<file path="src/rtl/thermostat_zone_ctrl_if.sv">
// Demand/relay bundle between the zone sensor logic (master) and the
// thermostat controller (slave); one bit per zone on every signal.
interface thermostat_zone_ctrl_if #(
    parameter int NZONES = 4
);
    logic [NZONES-1:0] mode;
    logic [NZONES-1:0] too_cold;
    logic [NZONES-1:0] too_hot;
    logic [NZONES-1:0] fan_on;
    logic [NZONES-1:0] heater;
    logic [NZONES-1:0] aircon;
    logic [NZONES-1:0] fan;

    modport master (
        output mode, too_cold, too_hot, fan_on,
        input  heater, aircon, fan
    );

    modport slave (
        input  mode, too_cold, too_hot, fan_on,
        output heater, aircon, fan
    );
endinterface

</file>
<file path="src/rtl/thermostat_zone_ctrl.sv">
// Multi-zone HVAC controller with minimum run, fan purge and off-time lockout.
// Optional macro THERMOSTAT_ZONE_CTRL_STATUS_EN adds the active_count output.
module thermostat_zone_ctrl #(
    parameter int NZONES  = 4,
    parameter int MIN_ON  = 8,
    parameter int PURGE   = 3,
    parameter int MIN_OFF = 4
) (
    input  logic                         clk,
    input  logic                         reset_n,
    thermostat_zone_ctrl_if.slave        zif
`ifdef THERMOSTAT_ZONE_CTRL_STATUS_EN
    ,
    output logic [$clog2(NZONES+1)-1:0]  active_count
`endif
);

    localparam int MAX_A = (MIN_ON > PURGE) ? MIN_ON : PURGE;
    localparam int MAX_T = (MAX_A > MIN_OFF) ? MAX_A : MIN_OFF;
    localparam int CW    = (MAX_T > 1) ? $clog2(MAX_T) : 1;

    localparam logic [CW-1:0] ON_LD    = CW'(MIN_ON - 1);
    localparam logic [CW-1:0] PURGE_LD = CW'(PURGE - 1);
    localparam logic [CW-1:0] OFF_LD   = CW'(MIN_OFF - 1);
    localparam logic [CW-1:0] ONE      = CW'(1);

    typedef enum logic [2:0] {
        S_IDLE,
        S_HEAT,
        S_COOL,
        S_PURGE,
        S_LOCKOUT
    } state_e;

    state_e          state_q [NZONES];
    state_e          state_d [NZONES];
    logic [CW-1:0]   cnt_q   [NZONES];
    logic [CW-1:0]   cnt_d   [NZONES];

    logic [NZONES-1:0] heat_dem;
    logic [NZONES-1:0] cool_dem;
    logic [NZONES-1:0] heater_o;
    logic [NZONES-1:0] aircon_o;
    logic [NZONES-1:0] purge_o;

    // Only demand consistent with the zone's mode counts.
    assign heat_dem =  zif.mode & zif.too_cold;
    assign cool_dem = ~zif.mode & zif.too_hot;

    always_ff @(posedge clk or negedge reset_n) begin
        if (!reset_n) begin
            for (int z = 0; z < NZONES; z++) begin
                state_q[z] <= S_IDLE;
                cnt_q[z]   <= '0;
            end
        end else begin
            for (int z = 0; z < NZONES; z++) begin
                state_q[z] <= state_d[z];
                cnt_q[z]   <= cnt_d[z];
            end
        end
    end

    always_comb begin
        for (int z = 0; z < NZONES; z++) begin
            state_d[z] = state_q[z];
            cnt_d[z]   = cnt_q[z];
            unique case (state_q[z])
                S_IDLE: begin
                    if (heat_dem[z]) begin
                        state_d[z] = S_HEAT;
                        cnt_d[z]   = ON_LD;
                    end else if (cool_dem[z]) begin
                        state_d[z] = S_COOL;
                        cnt_d[z]   = ON_LD;
                    end
                end
                S_HEAT: begin
                    if (cnt_q[z] != '0) begin
                        cnt_d[z] = cnt_q[z] - ONE;
                    end else if (!heat_dem[z]) begin
                        state_d[z] = S_PURGE;
                        cnt_d[z]   = PURGE_LD;
                    end
                end
                S_COOL: begin
                    if (cnt_q[z] != '0) begin
                        cnt_d[z] = cnt_q[z] - ONE;
                    end else if (!cool_dem[z]) begin
                        state_d[z] = S_PURGE;
                        cnt_d[z]   = PURGE_LD;
                    end
                end
                S_PURGE: begin
                    if (cnt_q[z] != '0) begin
                        cnt_d[z] = cnt_q[z] - ONE;
                    end else begin
                        state_d[z] = S_LOCKOUT;
                        cnt_d[z]   = OFF_LD;
                    end
                end
                S_LOCKOUT: begin
                    if (cnt_q[z] != '0) begin
                        cnt_d[z] = cnt_q[z] - ONE;
                    end else begin
                        state_d[z] = S_IDLE;
                    end
                end
                default: begin
                    state_d[z] = S_IDLE;
                    cnt_d[z]   = '0;
                end
            endcase
        end
    end

    always_comb begin
        heater_o = '0;
        aircon_o = '0;
        purge_o  = '0;
        for (int z = 0; z < NZONES; z++) begin
            heater_o[z] = (state_q[z] == S_HEAT);
            aircon_o[z] = (state_q[z] == S_COOL);
            purge_o[z]  = (state_q[z] == S_PURGE);
        end
    end

    // The user fan request bypasses the state so it also holds during reset.
    assign zif.heater = heater_o;
    assign zif.aircon = aircon_o;
    assign zif.fan    = heater_o | aircon_o | purge_o | zif.fan_on;

`ifdef THERMOSTAT_ZONE_CTRL_STATUS_EN
    localparam int ACW = $clog2(NZONES + 1);

    logic [ACW-1:0] active_count_q;
    logic [ACW-1:0] active_count_d;

    // Counted from next-state so the register lines up with heater/aircon.
    always_comb begin
        active_count_d = '0;
        for (int z = 0; z < NZONES; z++) begin
            if ((state_d[z] == S_HEAT) || (state_d[z] == S_COOL)) begin
                active_count_d = active_count_d + ACW'(1);
            end
        end
    end

    always_ff @(posedge clk or negedge reset_n) begin
        if (!reset_n) begin
            active_count_q <= '0;
        end else begin
            active_count_q <= active_count_d;
        end
    end

    assign active_count = active_count_q;
`endif

endmodule

</file>
<file path="src/flat_wrapper.sv">
// flat-port wrapper written by rule: the top's interface ports become plain ports
module thermostat_zone_ctrl_flat 
#(
    parameter int NZONES  = 4,
    parameter int MIN_ON  = 8,
    parameter int PURGE   = 3,
    parameter int MIN_OFF = 4
)
  (clk, reset_n, zif_mode, zif_too_cold, zif_too_hot, zif_fan_on, zif_heater, zif_aircon, zif_fan);
  thermostat_zone_ctrl_if #(.NZONES(NZONES)) zif_i ();
  input  logic clk;
  input  logic reset_n;
  input wire logic [$bits(zif_i.mode)-1:0] zif_mode;
  input wire logic [$bits(zif_i.too_cold)-1:0] zif_too_cold;
  input wire logic [$bits(zif_i.too_hot)-1:0] zif_too_hot;
  input wire logic [$bits(zif_i.fan_on)-1:0] zif_fan_on;
  output wire logic [$bits(zif_i.heater)-1:0] zif_heater;
  output wire logic [$bits(zif_i.aircon)-1:0] zif_aircon;
  output wire logic [$bits(zif_i.fan)-1:0] zif_fan;
  assign zif_i.mode = zif_mode;
  assign zif_i.too_cold = zif_too_cold;
  assign zif_i.too_hot = zif_too_hot;
  assign zif_i.fan_on = zif_fan_on;
  assign zif_heater = zif_i.heater;
  assign zif_aircon = zif_i.aircon;
  assign zif_fan = zif_i.fan;
  thermostat_zone_ctrl #(.NZONES(NZONES), .MIN_ON(MIN_ON), .PURGE(PURGE), .MIN_OFF(MIN_OFF)) u_core (.clk(clk), .reset_n(reset_n), .zif(zif_i));
endmodule
</file>
<file path="config.mk">
export PLATFORM = sky130hd
export DESIGN_NAME = thermostat_zone_ctrl_flat
export DESIGN_NICKNAME = d
export VERILOG_FILES = /design/src/rtl/thermostat_zone_ctrl_if.sv /design/src/rtl/thermostat_zone_ctrl.sv /design/src/flat_wrapper.sv
export SDC_FILE = /design/constraint.sdc
export NUM_CORES = 1
export LEC_CHECK = 0
export ABC_CLOCK_PERIOD_IN_PS = 1900
export CELL_PAD_IN_SITES_DETAIL_PLACEMENT = 0
export CELL_PAD_IN_SITES_GLOBAL_PLACEMENT = 2
export CORE_UTILIZATION = 33
export CTS_BUF_LIST = sky130_fd_sc_hd__clkbuf_2
export CTS_CLUSTER_DIAMETER = 40
export DETAILED_ROUTE_END_ITERATION = 7
export GPL_TIMING_DRIVEN = 0
export PLACE_DENSITY = 0.87
export SYNTH_ARGS = -nofsm -noshare
export SYNTH_HDL_FRONTEND = slang
export SYNTH_SLANG_ARGS = --single-unit
</file>
<file path="constraint.sdc">
create_clock -name clk -period 1.9 [get_ports clk]
set_input_delay 0.38 -clock clk [delete_from_list [all_inputs] [get_ports clk]]
set_output_delay 0.38 -clock clk [all_outputs]
set_load 0.02 [all_outputs]
</file>
==> flow_metrics.py, run 1 <==
metrics = {
    "outcome": {
        "status": "finished clean",
    },
    "drt": {
        "vias_per_cell": 5.237,
        "routedWlPerCell_um": 12.39,
        "routed.top_layer": "met4",
        "drc": 0,
        "routed-via-count": 1791,
        "drt-initial-drc-count": 64,
        "met1_length_um": 2137,
        "wl_met3_um": 126,
        "drt_first_pass_iters": 4,
        "wl_um": 4239,
        "met2WireLength_um": 1946,
        "drtAntennaViolNets": 0,
    },
    "clock_network": {
        "h-tree-depth": 1,
        "cts_tree": "yes",
        "clock_sinks": 24,
        "numCtsBuffers": 3,
        "clk_pin_slew_ns": 0.24,
        "clk_latency_ns": 0.34,
        "postCtsHoldBufs": 0,
        "ctsLongestPathBuffers": 2,
        "clockRootBuffer": "clkbuf_2",
    },
    "sta": {
        "final_hold_viol_count": 0,
        "fmax_mhz": 547.5,
        "period_share_pct": 96.13,
        "rsz0062_at_grt": "yes",
        "final_max_slew_viol_count": 0,
        "relSlewSlack_pct": 22.94,
        "hold_ws_ns": 0.5474,
        "fin_crit_ns": 1.827,
        "skew_ns": 0.01234,
        "tightest_slew_ns": 1.152,
        "setup_viol": 0,
    },
    "synth": {
        "synth-compound-area-share_pct": 24.21,
        "synth-edff-count": 0,
        "ys_seq_area_share_pct": 31.07,
        "ys_warn_count": 0,
        "postSynthNetCount": 253,
        "synth_cell_type_count": 50,
        "netlist_area_sq_um": 1933,
        "synth_flop_cell": "dfrtp_1",
        "syn_inst": 227,
        "synth_top_family_by_area": "simple AND/OR/NAND/NOR gates",
        "synth-seq-cells": 24,
        "synthAdderAreaFrac_pct": 6.278,
        "synthArstFlopShare_pct": 100.0,
        "yosys.area_share.simple_pct": 26.93,
        "synth.area.mux_share_pct": 4.401,
        "syn_avg_cell_area_sq_um": 8.516,
        "synth_xor_area_share_pct": 0,
    },
    "pwr": {
        "cellPowerDensity_nw_per_um2": 1349,
        "peakVddDrop_mv": 0.4097,
        "total_leakage_power_nw": 1.029,
    },
    "setup_path": {
        "path_max_fanout": 3,
        "worstSetupStartpointType": "flop",
        "critPathCaptureType": "output port",
        "cp.required_ns": 1.52,
        "criticalPathCategory": "flop to output port",
        "cp_data_arrival_time_ns": 1.45,
    },
    "flow_run": {
        "drv_cap": 0,
    },
    "global_route": {
        "antenna_found_initial": 0,
        "grt-ovfl-total": 0,
        "grt_first_pass_wirelength_um": 7238,
        "grt_max_degree": 25,
        "grt_pass1_vias": 1620,
        "grt.total_usage_pct": 14.41,
    },
    "floorplan": {
        "die_area_sq_um": 6168,
        "die_w_um": 78.54,
        "fp.coreArea_sq_um": 5574,
        "start_util_pct": 34.68,
        "die_h_um": 78.54,
        "fp-row-count": 27,
        "boundaryPins": 30,
    },
    "placed_design": {
        "place.gp.congestion": 0.7603,
        "dpl.hpwl_um": 3026,
        "dpl_cell_area_sq_um": 2313,
        "placed_cells": 328,
        "io_buffers": 29,
    },
    "cells_and_area": {
        "layout_commonest_cell": "dfrtp_1",
        "syn_to_final_growth_pct": 24.53,
        "layout.nets": 298,
        "antennaDiodeCount": 0,
        "final_cell_mix": "dfrtp_1, inv_1, clkdlybuf4s50_1",
        "design_area_sq_um": 2407,
        "fin_cells": 342,
        "drive_gt1_share_pct": 21.11,
    },
    "min_path": {
        "hp-class": "flop to flop",
    },
}
[area by class of cell]
cell class                      instances  area (sq um)
Buffer                                 10         73.82
Clock buffer                            3         15.01
Fill cell                             572          3167
Inverter                               18         67.56
Multi-Input combinational cell        173          1225
Sequential cell                        24         601.8
Tap cell                               72         90.09
Timing Repair Buffer                   42         334.1
[worst max-delay path, cell delays in order, from the launching register on]
cell and delay [ns]:
dfrtp_1 0.45, buf_6 0.12, or2_4 0.24, a21o_1 0.17
buf_6 0.13
[report_power, final]
| group | leakage (nW) | internal [mW] | switching (mW) | total (mW) |
|---|---|---|---|---|
| Combinational | 0.735 | 1.03 | 1.12 | 2.15 |
| Sequential | 0.281 | 0.739 | 0.165 | 0.903 |
| Clock | 0.0125 | 0.0429 | 0.156 | 0.199 |
| Total | 1.03 | 1.81 | 1.44 | 3.25 |
[routing by layer]
| layer | track usage, % | vias up |
|---|---|---|
| li1 | - | 911 |
| met1 | 19.96 | 849 |
| met2 | 22.87 | 29 |
| met3 | 2.442 | 2 |
| met4 | 3.889 | 0 |
| met5 | 0 | - |
[flip-flops by register name (all words and copies together), names as in the netlist]
register	count
u_core.cnt_q	12
u_core.state_q	12
[cells in the mapped netlist, types with 5 or more instances]
library cell,number,area share [%]
dfrtp_1,24,31
inv_1,18,3.5
nand2_1,16,3.1
nor2_1,15,2.9
a21oi_1,12,3.1
o21ai_0,11,2.8
nand2b_1,10,3.2
buf_2,8,2.1
ha_1,8,5.2
nand3_1,8,2.1
mux2i_1,7,3.6
a31oi_1,6,1.9
nor2b_1,6,1.9
nor3b_1,6,2.3
a22oi_1,5,1.9
and4b_1,5,2.6
o21ai_1,5,1.3
[kinds of logic (layout without fill, tap and decap cells)]
family          count (synthesis)  in the layout
mux                             8              8
buf+inv                        30             73
compound gates                 68             68
flops                          24             24
simple gates                   87             87
fa+ha+maj                      10             10
[stage by stage]
step	util (%)	TNS, ns	power, mW	setup WS (ns)
3_3_place_gp	41.50	-0.3114	2.953	-0.1231
6_report	43.19	0	3.249	0.07345
5_1_grt	43.19	-0.01130	3.608	-0.01130
4_1_cts	42.60	-0.01415	3.203	-0.01415
3_5_place_dp	41.50	-0.2713	2.964	-0.1046
2_1_floorplan	-	0	2.445	0.4013
[path summary, 6_finish.rpt]
check,startpoint,endpoint,slack (ns),cells past startpoint
worst max-delay path,u_core.state_q[9],zif_fan[0],0.07,4
worst min-delay path,u_core.cnt_q[10],u_core.cnt_q[10],0.55,1
worst max register to register,u_core.cnt_q[6],u_core.cnt_q[7],0.24,6
worst min register to register,u_core.cnt_q[10],u_core.cnt_q[10],0.55,1
max in group asynchronous,reset_n,u_core.state_q[7],0.52,1
min in group asynchronous,reset_n,u_core.cnt_q[11],0.61,1
[timing repair]
item                                    CTS  global route
resized for setup                        40            24
pin swaps                                 2             2
endpoints found under the setup margin   12            12
setup buffers                             5             8
hold endpoints to repair                  0             0
gates cloned                              0             0
No activity file was read; power rests on OpenSTA's default activity.
==> run 2, diff against run 1 <==
--- a/config.mk
+++ b/config.mk
@@ -12,7 +12,7 @@
 export CTS_BUF_LIST = sky130_fd_sc_hd__clkbuf_2
 export CTS_CLUSTER_DIAMETER = 40
 export DETAILED_ROUTE_END_ITERATION = 7
-export GPL_TIMING_DRIVEN = 0
+export HOLD_SLACK_MARGIN = 0.06
 export PLACE_DENSITY = 0.87
 export SYNTH_ARGS = -nofsm -noshare
 export SYNTH_HDL_FRONTEND = slang
==> run 2 against run 1 <==
Against the previous run: critical path depth decreased by 1; non-clock buffer count is 6 higher; worst hold slack worse by 0.18 ns; global-route usage increased by 0.32 points; via count shrank 0.45%; flip-flop and latch count stayed put; sequential power is 3.0% higher; first-iteration DRC count is 13% lower; clock skew shrank 0.0089 ns; die area did not move; final cell count rose by 1.8%; utilization is 0.70 points higher; critical path type unchanged; critical endpoint is now zif_aircon[3]; highest routed layer unchanged.
==> flow_metrics.py, run 2 (synthesis gave the netlist of run 1 again) <==
metrics = {
    "outcome": {
        "status": "finished clean",
    },
    "sta": {
        "fmax_mhz": 552.8,
        "fin_setup_tns_ns": 0,
        "rsz0062_at_grt": "no",
        "period_share_pct": 95.22,
        "setup_viol": 0,
        "tightest_slew_ns": 0.4453,
        "final_max_slew_viol_count": 0,
        "fin_crit_ns": 1.809,
        "final_hold_viol_count": 0,
        "relSlewSlack_pct": 70.27,
        "hold_ws_ns": 0.3626,
        "skew_ns": 0.003485,
    },
    "setup_path": {
        "reg2reg_depth": 6,
        "crit_chain": "buf_4, nor3b_1, clkdlybuf4s15_1",
        "critical_path.max_stage_delay_ns": 0.45,
        "critPathBufInv": 2,
        "r2r_setup_slack_ns": 0.15,
        "critPathSlowestCell": "dfrtp_1",
        "cp_data_arrival_time_ns": 1.43,
        "path_max_fanout": 3,
        "worstSetupStartpointType": "flop",
        "r2r_start": "u_core.state_q[0]",
        "critPathCaptureType": "output port",
        "critPathTopFamily": "buffers and inverters",
        "criticalPathCategory": "flop to output port",
        "cp.required_ns": 1.52,
        "reg2reg_to": "u_core.cnt_q[1]",
    },
    "drt": {
        "wl_um": 4243,
        "drc": 0,
        "drt_first_pass_iters": 4,
        "routed-via-count": 1783,
        "vias_per_cell": 5.124,
        "drt-initial-drc-count": 56,
        "drtAntennaViolNets": 0,
        "routedWlPerCell_um": 12.19,
    },
    "global_route": {
        "grt_first_pass_wirelength_um": 7424,
        "grt_pass1_vias": 1688,
        "grt.total_usage_pct": 14.73,
        "grt-ovfl-total": 0,
        "grt_max_degree": 25,
        "antenna_found_initial": 0,
    },
    "cells_and_area": {
        "fillers": 577,
        "layout_commonest_cell": "buf_4",
        "antennaDiodeCount": 0,
        "utilization_pct": 43.88,
        "fin_cells": 348,
        "reg_top3": "u_core.cnt_q x12, u_core.state_q x12",
        "layout.nets": 304,
        "syn_to_final_growth_pct": 26.54,
        "final_cell_mix": "buf_4, dfrtp_1, inv_1",
        "multi_input_area_sq_um": 1195,
        "drive_gt1_share_pct": 18.84,
        "ff_latch_area_sq_um": 603.1,
    },
    "clock_network": {
        "cts_tree": "yes",
        "ctsLongestPathBuffers": 2,
        "numCtsBuffers": 3,
        "h-tree-depth": 1,
        "clk_pin_slew_ns": 0.22,
        "clk_latency_ns": 0.33,
        "postCtsHoldBufs": 0,
        "clock_sinks": 24,
        "clockRootBuffer": "clkbuf_2",
    },
    "floorplan": {
        "die_h_um": 78.54,
        "fp.coreArea_sq_um": 5574,
        "die_area_sq_um": 6168,
        "fp-row-count": 27,
        "die_w_um": 78.54,
        "start_util_pct": 34.68,
        "boundaryPins": 30,
    },
    "pwr": {
        "peakVddDrop_mv": 0.6063,
        "finalPower_mw": 3.234,
        "cellPowerDensity_nw_per_um2": 1322,
        "total_leakage_power_nw": 1.045,
    },
    "min_path": {
        "hp-class": "input pin to asynchronous set/reset pin",
    },
    "flow_run": {
        "drv_cap": 0,
    },
    "placed_design": {
        "io_buffers": 29,
        "placed_cells": 338,
        "place.gp.congestion": 0.7360,
        "dpl.hpwl_um": 3157,
    },
}
[run 2: changes by cell type in the layout (fill, tap and decap cells not counted), moves of 3 or more]
cell,delta
nor3b_1,+3
dlygate4sd2_1,+6
buf_2,-9
buf_4,+16
nor3b_2,-3
buf_6,-4
[run 2: final cells by class]
| type | instances | area share (%) |
|---|---|---|
| tap | 72 | 3.683 |
| sequential | 24 | 24.65 |
| multi-input combinational | 173 | 48.85 |
| clock buffer | 3 | 0.6138 |
| timing repair buffer | 58 | 19.44 |
| inverter | 18 | 2.762 |
[run 2: worst max path at each step]
stage | from | end | cells after the start
final | u_core.state_q[0] | zif_aircon[3] | 3
after floorplan | u_core.state_q[11] | zif_aircon[0] | 2
after CTS | u_core.state_q[4] | zif_heater[2] | 3
after detailed placement | zif_mode[3] | u_core.cnt_q[1] | 5
after global routing | u_core.state_q[0] | zif_aircon[3] | 3
after global placement | zif_fan_on[2] | zif_fan[2] | 3
[run 2: per-layer routing]
metal / global-route usage (%) / wire [um] / vias up
met3: 2.674 / 141 / 2
met5: 0 / 0 / -
met2: 25.22 / 1971 / 32
met4: 2.778 / 31 / 0
li1: - / - / 924
met1: 19.26 / 2098 / 825
[run 2: report_power, final]
group | internal [mW] | switching [mW] | leakage [nW]
clock | 0.0430 | 0.152 | 0.0125
combinational | 1.03 | 1.07 | 0.752
sequential | 0.741 | 0.189 | 0.281
[run 2: stage by stage]
stage               setup WS (ns)  area, sq um
global placement         -0.02094         2409
floorplan                  0.4013         1933
global route             0.005243         2446
detailed placement       -0.04133         2409
finish                    0.09090         2446
CTS                      0.002991         2462
[run 2: repair_timing]
| item | CTS | global route |
|---|---|---|
| pin swaps | 0 | 1 |
| gates resized for setup | 19 | 10 |
| endpoints found under the setup margin | 12 | 6 |
| buffers inserted | 6 | 1 |
